==> config.mk <==
export PLATFORM = sky130hd
export DESIGN_NAME = pe_l1_addr_gen
export DESIGN_NICKNAME = d
export VERILOG_FILES = /design/src/rtl/pe_addr_pkg.sv /design/src/rtl/pe_wrap_cnt.sv /design/src/rtl/pe_l1_addr_gen.sv
export SDC_FILE = /design/constraint.sdc
export NUM_CORES = 1
export LEC_CHECK = 0
export ABC_AREA = 1
export CORE_MARGIN = 3
export CORE_UTILIZATION = 41
export CTS_CLUSTER_DIAMETER = 150
export DETAILED_ROUTE_END_ITERATION = 8
export PLACE_DENSITY = 0.8
export SLEW_MARGIN = 5
export SYNTH_ARGS = -nofsm -noshare
export SYNTH_HDL_FRONTEND = slang
export SYNTH_SLANG_ARGS = --single-unit
==> constraint.sdc <==
create_clock -name clk -period 1.6 [get_ports clk]
set_input_delay 0.32 -clock clk [delete_from_list [all_inputs] [get_ports clk]]
set_output_delay 0.32 -clock clk [all_outputs]
set_load 0.02 [all_outputs]
==> src/rtl/pe_addr_pkg.sv <==
// Shared widths, default depths and FSM states for the PE L1 address generator.
// Imported by pe_wrap_cnt and pe_l1_addr_gen.
package pe_addr_pkg;

  localparam int O_DEPTH_DEF  = 5;
  localparam int IW_DEPTH_DEF = 32;

  // Address width for a buffer of d entries; never below one bit.
  function automatic int addr_w(input int d);
    return (d > 1) ? $clog2(d) : 1;
  endfunction

  localparam int O_addr_type_L1 = addr_w(O_DEPTH_DEF);
  localparam int I_addr_type_L1 = addr_w(IW_DEPTH_DEF);
  localparam int W_addr_type_L1 = addr_w(IW_DEPTH_DEF);

  typedef enum logic [1:0] {
    IDLE = 2'd0,
    RUN  = 2'd1,
    FIN  = 2'd2
  } state_t;

endpackage

==> src/rtl/pe_wrap_cnt.sv <==
// Wrapping up-counter 0..MAX with sync clear and enable.
// Ports: clk, rst, clr, en -> cnt, tc (cnt==MAX), wrap (en & tc).
module pe_wrap_cnt
  import pe_addr_pkg::*;
#(
  parameter int MAX = IW_DEPTH_DEF - 1,
  parameter int W   = I_addr_type_L1
) (
  input  logic         clk,
  input  logic         rst,
  input  logic         clr,
  input  logic         en,
  output logic [W-1:0] cnt,
  output logic         tc,
  output logic         wrap
);

  assign tc   = (cnt == W'(MAX));
  assign wrap = en & tc;

  always_ff @(posedge clk or posedge rst) begin
    if (rst) begin
      cnt <= '0;
    end else if (clr) begin
      cnt <= '0;
    end else if (en) begin
      cnt <= tc ? '0 : cnt + 1'b1;
    end
  end

endmodule

==> src/rtl/pe_l1_addr_gen.sv <==
// L1 address generator: walks o (outer) x c (inner) as vld/rdy beats.
// Ports: start -> busy/done; beat = vld, i_addr, w_addr, o_addr, acc_clr, o_wr; rdy.
module pe_l1_addr_gen
  import pe_addr_pkg::*;
#(
  parameter int O_DEPTH  = O_DEPTH_DEF,
  parameter int IW_DEPTH = IW_DEPTH_DEF,
  localparam int OW = addr_w(O_DEPTH),
  localparam int IW = addr_w(IW_DEPTH)
) (
  input  logic          clk,
  input  logic          rst,
  input  logic          start,
  output logic          busy,
  output logic          done,
  output logic          vld,
  input  logic          rdy,
  output logic [IW-1:0] i_addr,
  output logic [IW-1:0] w_addr,
  output logic [OW-1:0] o_addr,
  output logic          acc_clr,
  output logic          o_wr
);

  state_t state_q, state_d;

  logic          go;
  logic          xfer;
  logic [IW-1:0] c;
  logic [OW-1:0] o;
  logic          c_tc, c_wrap;
  logic          o_tc, o_wrap;
  logic [IW-1:0] c_nxt;

  assign go   = (state_q == IDLE) & start;
  assign xfer = (state_q == RUN) & vld & rdy;

  pe_wrap_cnt #(.MAX(IW_DEPTH - 1), .W(IW)) u_c (
    .clk  (clk),
    .rst  (rst),
    .clr  (go),
    .en   (xfer),
    .cnt  (c),
    .tc   (c_tc),
    .wrap (c_wrap)
  );

  // o_wrap marks the very last beat of the pass.
  pe_wrap_cnt #(.MAX(O_DEPTH - 1), .W(OW)) u_o (
    .clk  (clk),
    .rst  (rst),
    .clr  (go),
    .en   (c_wrap),
    .cnt  (o),
    .tc   (o_tc),
    .wrap (o_wrap)
  );

  assign c_nxt  = c_tc ? '0 : c + 1'b1;
  assign i_addr = c;
  assign w_addr = c;
  assign o_addr = o;

  always_ff @(posedge clk or posedge rst) begin
    if (rst) begin
      state_q <= IDLE;
    end else begin
      state_q <= state_d;
    end
  end

  always_comb begin
    state_d = state_q;
    unique case (state_q)
      IDLE:    if (go) state_d = RUN;
      RUN:     if (o_wrap) state_d = FIN;
      FIN:     state_d = IDLE;
      default: state_d = IDLE;
    endcase
  end

  // Flags are registered alongside the counters so they track the
  // beat that the counters will present next cycle.
  always_ff @(posedge clk or posedge rst) begin
    if (rst) begin
      vld     <= 1'b0;
      busy    <= 1'b0;
      done    <= 1'b0;
      acc_clr <= 1'b0;
      o_wr    <= 1'b0;
    end else begin
      vld  <= (state_d == RUN);
      busy <= (state_d == RUN);
      done <= (state_d == FIN);
      if (go) begin
        acc_clr <= 1'b1;
        o_wr    <= (IW_DEPTH == 1);
      end else if (xfer) begin
        acc_clr <= (state_d == RUN) & (c_nxt == '0);
        o_wr    <= (state_d == RUN)
                 & (c_nxt == IW'(IW_DEPTH - 1));
      end else if (state_d != RUN) begin
        acc_clr <= 1'b0;
        o_wr    <= 1'b0;
      end
    end
  end

endmodule

---- After elaboration in Yosys (flattened, before gate mapping) ----
Cells that the tools add are included.
W data, S select, Z words.
storage, ports and cells
  output and inout bits ................... 18
  logic and storage cells ................. 42
  flip-flop bits (word level) ............. 14
cells by class
  add/subtract/negate cells ............... 2
  eq/ne operators ......................... 7
  multiplexer cells ....................... 14
  bitwise gates (word level) .............. 7
  reduce and logical (&&, ||, !) cells .... 5
operator list
  operator               number
  $mux W5                3
  $eq A5 B5 Y1 const B   2
  $mux W3                3
  $and A1 B1 Y1          7
  $add A5 B1 Y5 const B  1
  $logic_not A5 Y1       1
  $mux W1                5
  $eq A2 B1 Y1 const B   2
  $mux W2                2
  $pmux W2 S2            1
  $reduce_bool A2 Y1     2
  $add A3 B1 Y3 const B  1
  $eq A3 B3 Y1 const B   1
  $reduce_bool A3 Y1     1
  $eq A2 B2 Y1 const B   1
  $logic_not A2 Y1       1
  $ne A2 B1 Y1 const B   1

---- Logic depth before layout (Yosys ltp) ----
  depth in word-level cells ............... 11
  gate-level depth with buffers ........... 12
  depth with buffers taken out ............ 12

---- Hierarchy ----
From an unflattened synthesis, not the netlist that was laid out.
second synthesis, totals
  cells, all modules ...................... 133
  area total of the unflattened synthesis .. 919.6 um2
by module, submodules not included
  module              cells each  area an instance (um2)  instances
  pe_l1_addr_gen      65          429.2                   1
  pe_wrap_cnt at u_c  42          300.3                   1
  pe_wrap_cnt at u_o  26          190.2                   1

---- Worst setup path after synthesis ----
Ideal clock, no wire load.
  path kind ............................... reg-to-reg
  start ................................... reg u_c.cnt[0]
  end ..................................... reg acc_clr
  path buffers ............................ 0
  library setup time ...................... 117 ps
  path slack .............................. -114 ps
  stages on the path, launching flop included .. 13
  data arrival time ....................... 1597 ps
  required time ........................... 1483 ps
  cells stage by stage .................... dfrtp_1 -> ha_1 -> nand2_1 -> nor2_1 -> ha_1 -> inv_1 -> nand2_1 -> nor2_1 -> nor2_1 -> nand2_1 -> nand2_1 -> nand3_1 -> nand2_1
between the ends
  word-level cells in the longest chain between the ends .. 9
  elaborated cells between the ends (all ways) .. 14
RTL lines
  what                        RTL line              source
  start: declaration          pe_wrap_cnt.sv:13     output logic [W-1:0] cnt,
  start signal: assignment    pe_wrap_cnt.sv:27     cnt <= tc ? '0 : cnt + 1'b1;
  $eq A5 B5 Y1                pe_wrap_cnt.sv:18     assign tc = (cnt == W'(MAX));
  $and A1 B1 Y1 (2 in a row)  pe_wrap_cnt.sv:19     assign wrap = en & tc;
  $mux W2                     pe_l1_addr_gen.sv:76  RUN: if (o_wrap) state_d = FIN;
  $pmux W2 S2                 pe_l1_addr_gen.sv:74  unique case (state_q)
  $eq A2 B1 Y1                pe_l1_addr_gen.sv:99  acc_clr <= (state_d == RUN) & (c_nxt == '0);
  $and A1 B1 Y1               pe_l1_addr_gen.sv:99
  $mux W1                     pe_l1_addr_gen.sv:98  end else if (xfer) begin
  $mux W1                     pe_l1_addr_gen.sv:95  if (go) begin
  end signal: assignment      pe_l1_addr_gen.sv:99
  end: declaration            pe_l1_addr_gen.sv:21  output logic acc_clr,
Parallel ways exist; a longest one is shown, timed or not.
A chain may end at the register's enable or synchronous reset.

---- Worst setup path in the final report ----
  start ................................... reg u_c.cnt[1]
  end ..................................... reg acc_clr
The elaborated chain is that of the path after synthesis.

==> impl_metrics.ini <==
[status]
run_status = finished, final reports clean

[worst_setup_path]
r2r_slack_ns = 0.03
cp.required_ns = 1.78
cp_max_fo = 4
r2r_start = u_c.cnt[1]
cpMaxStageDelayCell = dfrtp_2
reg2reg_depth = 11
cp-start-kind = register
cpPeakStageDelay_ns = 0.43
timing.rr.end = acc_clr
crit_arrival_ns = 1.75
crit_chain = ha_4 -> nand2_4 -> nor2_4 -> ha_4 -> inv_6 -> buf_4 -> nand3_4 -> nand2_2 -> nand2_2 -> nand3_2 -> nand2_1
critPathCaptureType = register
critPathKind = reg2reg

[clocking]
tritoncts = yes
h-tree-depth = 1
cts-root-buf = clkbuf_4
path_clk_slew_ns = 0.09
cts_buffer_depth = 2
clock_sinks = 14
clock_latency_ns = 0.28
cts_hold_buf = 0
cts_buffers = 3

[synthesis]
synth_sequential_area_ratio = 0.458
syn_inst = 90
synth-simple-area-share = 0.277
synth-compound-area-share = 0.0769
syn-num-nets = 98
yosys.area_share.adder = 0.0655
netlist_area_um2 = 764
yosys_warnings = 0
synthMuxAreaShare = 0
synth_xor_area_frac = 0
avgSynthCellArea_um2 = 8.49
synth-seq-cells = 14
synth.distinct_cells = 19
synth_top_family_by_area = simple AND/OR/NAND/NOR gates

[drt]
drt-total-wl_um = 1970
route.detailed.drc = 0
ant_nets = 0
drtIter0Drc = 19
avgRoutedWirePerCell_um = 14.0
via_count = 720
via_per_inst = 5.11
first_pass_iters = 4

[power_and_ir_drop]
internal_power_uw = 1010
p_seq_frac = 0.298
p_comb_frac = 0.559
p_leak_uw = 0.000648
ir_worst_vdd_uv = 683
switching_share = 0.439
power_density_nw_per_um2 = 1540
p_sw_uw = 790
clockPowerShare = 0.143

[placed_design]
io_buffers = 21
hpwl_um = 1280
place_inst = 133
gp_congestion = 0.847
post-place-ws_ns = -0.00815

[grt]
grt_pass1_wl_um = 2920
antenna_found_initial = 0
grtUsageTotal = 0.159
overflow = 0
grt_max_degree = 15
grt_pass1_vias = 681

[die]
start_util = 0.469
core-area_um2 = 1630
io_pins = 22
die_x_um = 49.2
dieHeight_um = 49.2
dieArea_um2 = 2420
row_count = 14

[timing]
setup_viol = 0
hold_viol = 0
period_share = 0.982
clock.fmax_ghz = 0.636
skew_ns = 0.00516
slew_headroom = 0.797
drv_slew = 0
finalWorstSetupSlack_ns = 0.0280
tightest_slew_ns = 0.304
fin_crit_ns = 1.57
fin_hold_ws_ns = 0.317

[cells_and_area]
n_fill_cell = 121
syn2layout_area_growth_pct = 52.7
finalNonFillerCells = 141
fin_nets = 126
utilization = 0.717
diodes = 0
drive_gt1_frac = 0.350

[run]
drv_cap = 0

[hold_path]
min_path_type = in2async
-- worst max-delay path by stage --
| stage | start | to | slack, ns |
|---|---|---|---|
| 2_1_floorplan | u_c.cnt[0] | acc_clr | 0.02 |
| 6_report | u_c.cnt[1] | acc_clr | 0.03 |
| 3_3_place_gp | u_c.cnt[0] | acc_clr | 0.02 |
| 3_5_place_dp | rdy | o_wr | -0.008 |
| 5_1_grt | u_c.cnt[1] | acc_clr | -0.03 |
| 4_1_cts | u_o.cnt[1] | o_addr[1] | 0.002 |
-- cell families after synthesis --
family / after synthesis
simple gates: 43
compound gates: 10
flops: 14
fa+ha+maj: 4
buf+inv: 19
-- cells in the final DEF, fill, tap and decap left out, drive strengths merged --
master and count:
a22oi 1, ha 4, nor2 8, buf 8
dlymetal6s2s 3, a31o 1, a21oi 1, o21ai 5
dlygate4sd2 14, nand2 23, nand4 3, inv 13
nand3 9, dfrtp 14, o22ai 2, clkbuf 4
clkdlybuf4s50 4
-- area by class of cell --
| cell class | instances | area (um^2) | area share |
|---|---|---|---|
| clock buffers | 4 | 36.3 | 0.0311 |
| inverters | 13 | 53.8 | 0.0461 |
| multi-input cells | 57 | 430 | 0.369 |
| flip-flops and latches | 14 | 353 | 0.302 |
| well taps | 24 | 30.0 | 0.0257 |
| repair buffers | 29 | 264 | 0.226 |
-- registers in the layout, summed over array words and instances, names as in the netlist --
name / flops
u_c.cnt: 5
u_o.cnt: 3
state_q: 2
acc_clr: 1
done: 1
o_wr: 1
vld: 1
-- synth_stat cells --
master / n / area (um^2)
nand2_1: 19 / 71.3
dfrtp_1: 14 / 350
inv_1: 13 / 48.8
nand3_1: 8 / 40.0
buf_4: 6 / 45.0
nor2_1: 6 / 22.5
ha_1: 4 / 50.1
nand2_2: 4 / 25.0
o21ai_0: 4 / 20.0
nand4_1: 2 / 12.5
o22ai_1: 2 / 12.5
a21oi_1: 1 / 5.00
a22oi_1: 1 / 7.51
a31o_2: 1 / 8.76
nand3_2: 1 / 10.0
nand4_2: 1 / 12.5
nor2_2: 1 / 6.26
nor2_4: 1 / 11.3
o21ai_1: 1 / 5.00
-- power by group through the flow --
| stage | clock network, uW | logic, uW | registers [uW] |
|---|---|---|---|
| floorplan | 0 | 441 | 632 |
| global placement | 0 | 849 | 518 |
| detailed placement | 0 | 858 | 525 |
| CTS | 257 | 821 | 527 |
| global route | 282 | 1070 | 555 |
| finish | 257 | 1010 | 537 |
-- critical path, delay by kind of cell (launching register included) --
kind / cells / cell delay, ns
buffers and inverters: 2 / 0.20
and+or+nand+nor: 7 / 0.48
DFF: 1 / 0.43
adders and majority gates: 2 / 0.35
-- repair_timing --
item / CTS / global route
gates resized for setup: 17 / 28
endpoints found under the setup margin: 16 / 8
pin swaps: 1 / 8
gates cloned: 0 / 0
setup buffers: 2 / 2
-- metal layers --
metal	wire length, um	GRT usage
met2	970	0.261
met1	865	0.186
met3	98	0.0428
met5	0	0
met4	38	0.0853
-- per-stage QoR --
step                 TNS, ns  power (uW)  instance area, um^2
floorplan                  0        1070                  772
global placement           0        1370                  997
detailed placement  -0.00815        1380                  997
CTS                        0        1600                 1050
global route         -0.0404        1900                 1170
finish                     0        1800                 1170
Note: power is estimated with default switching activity, not from simulation.
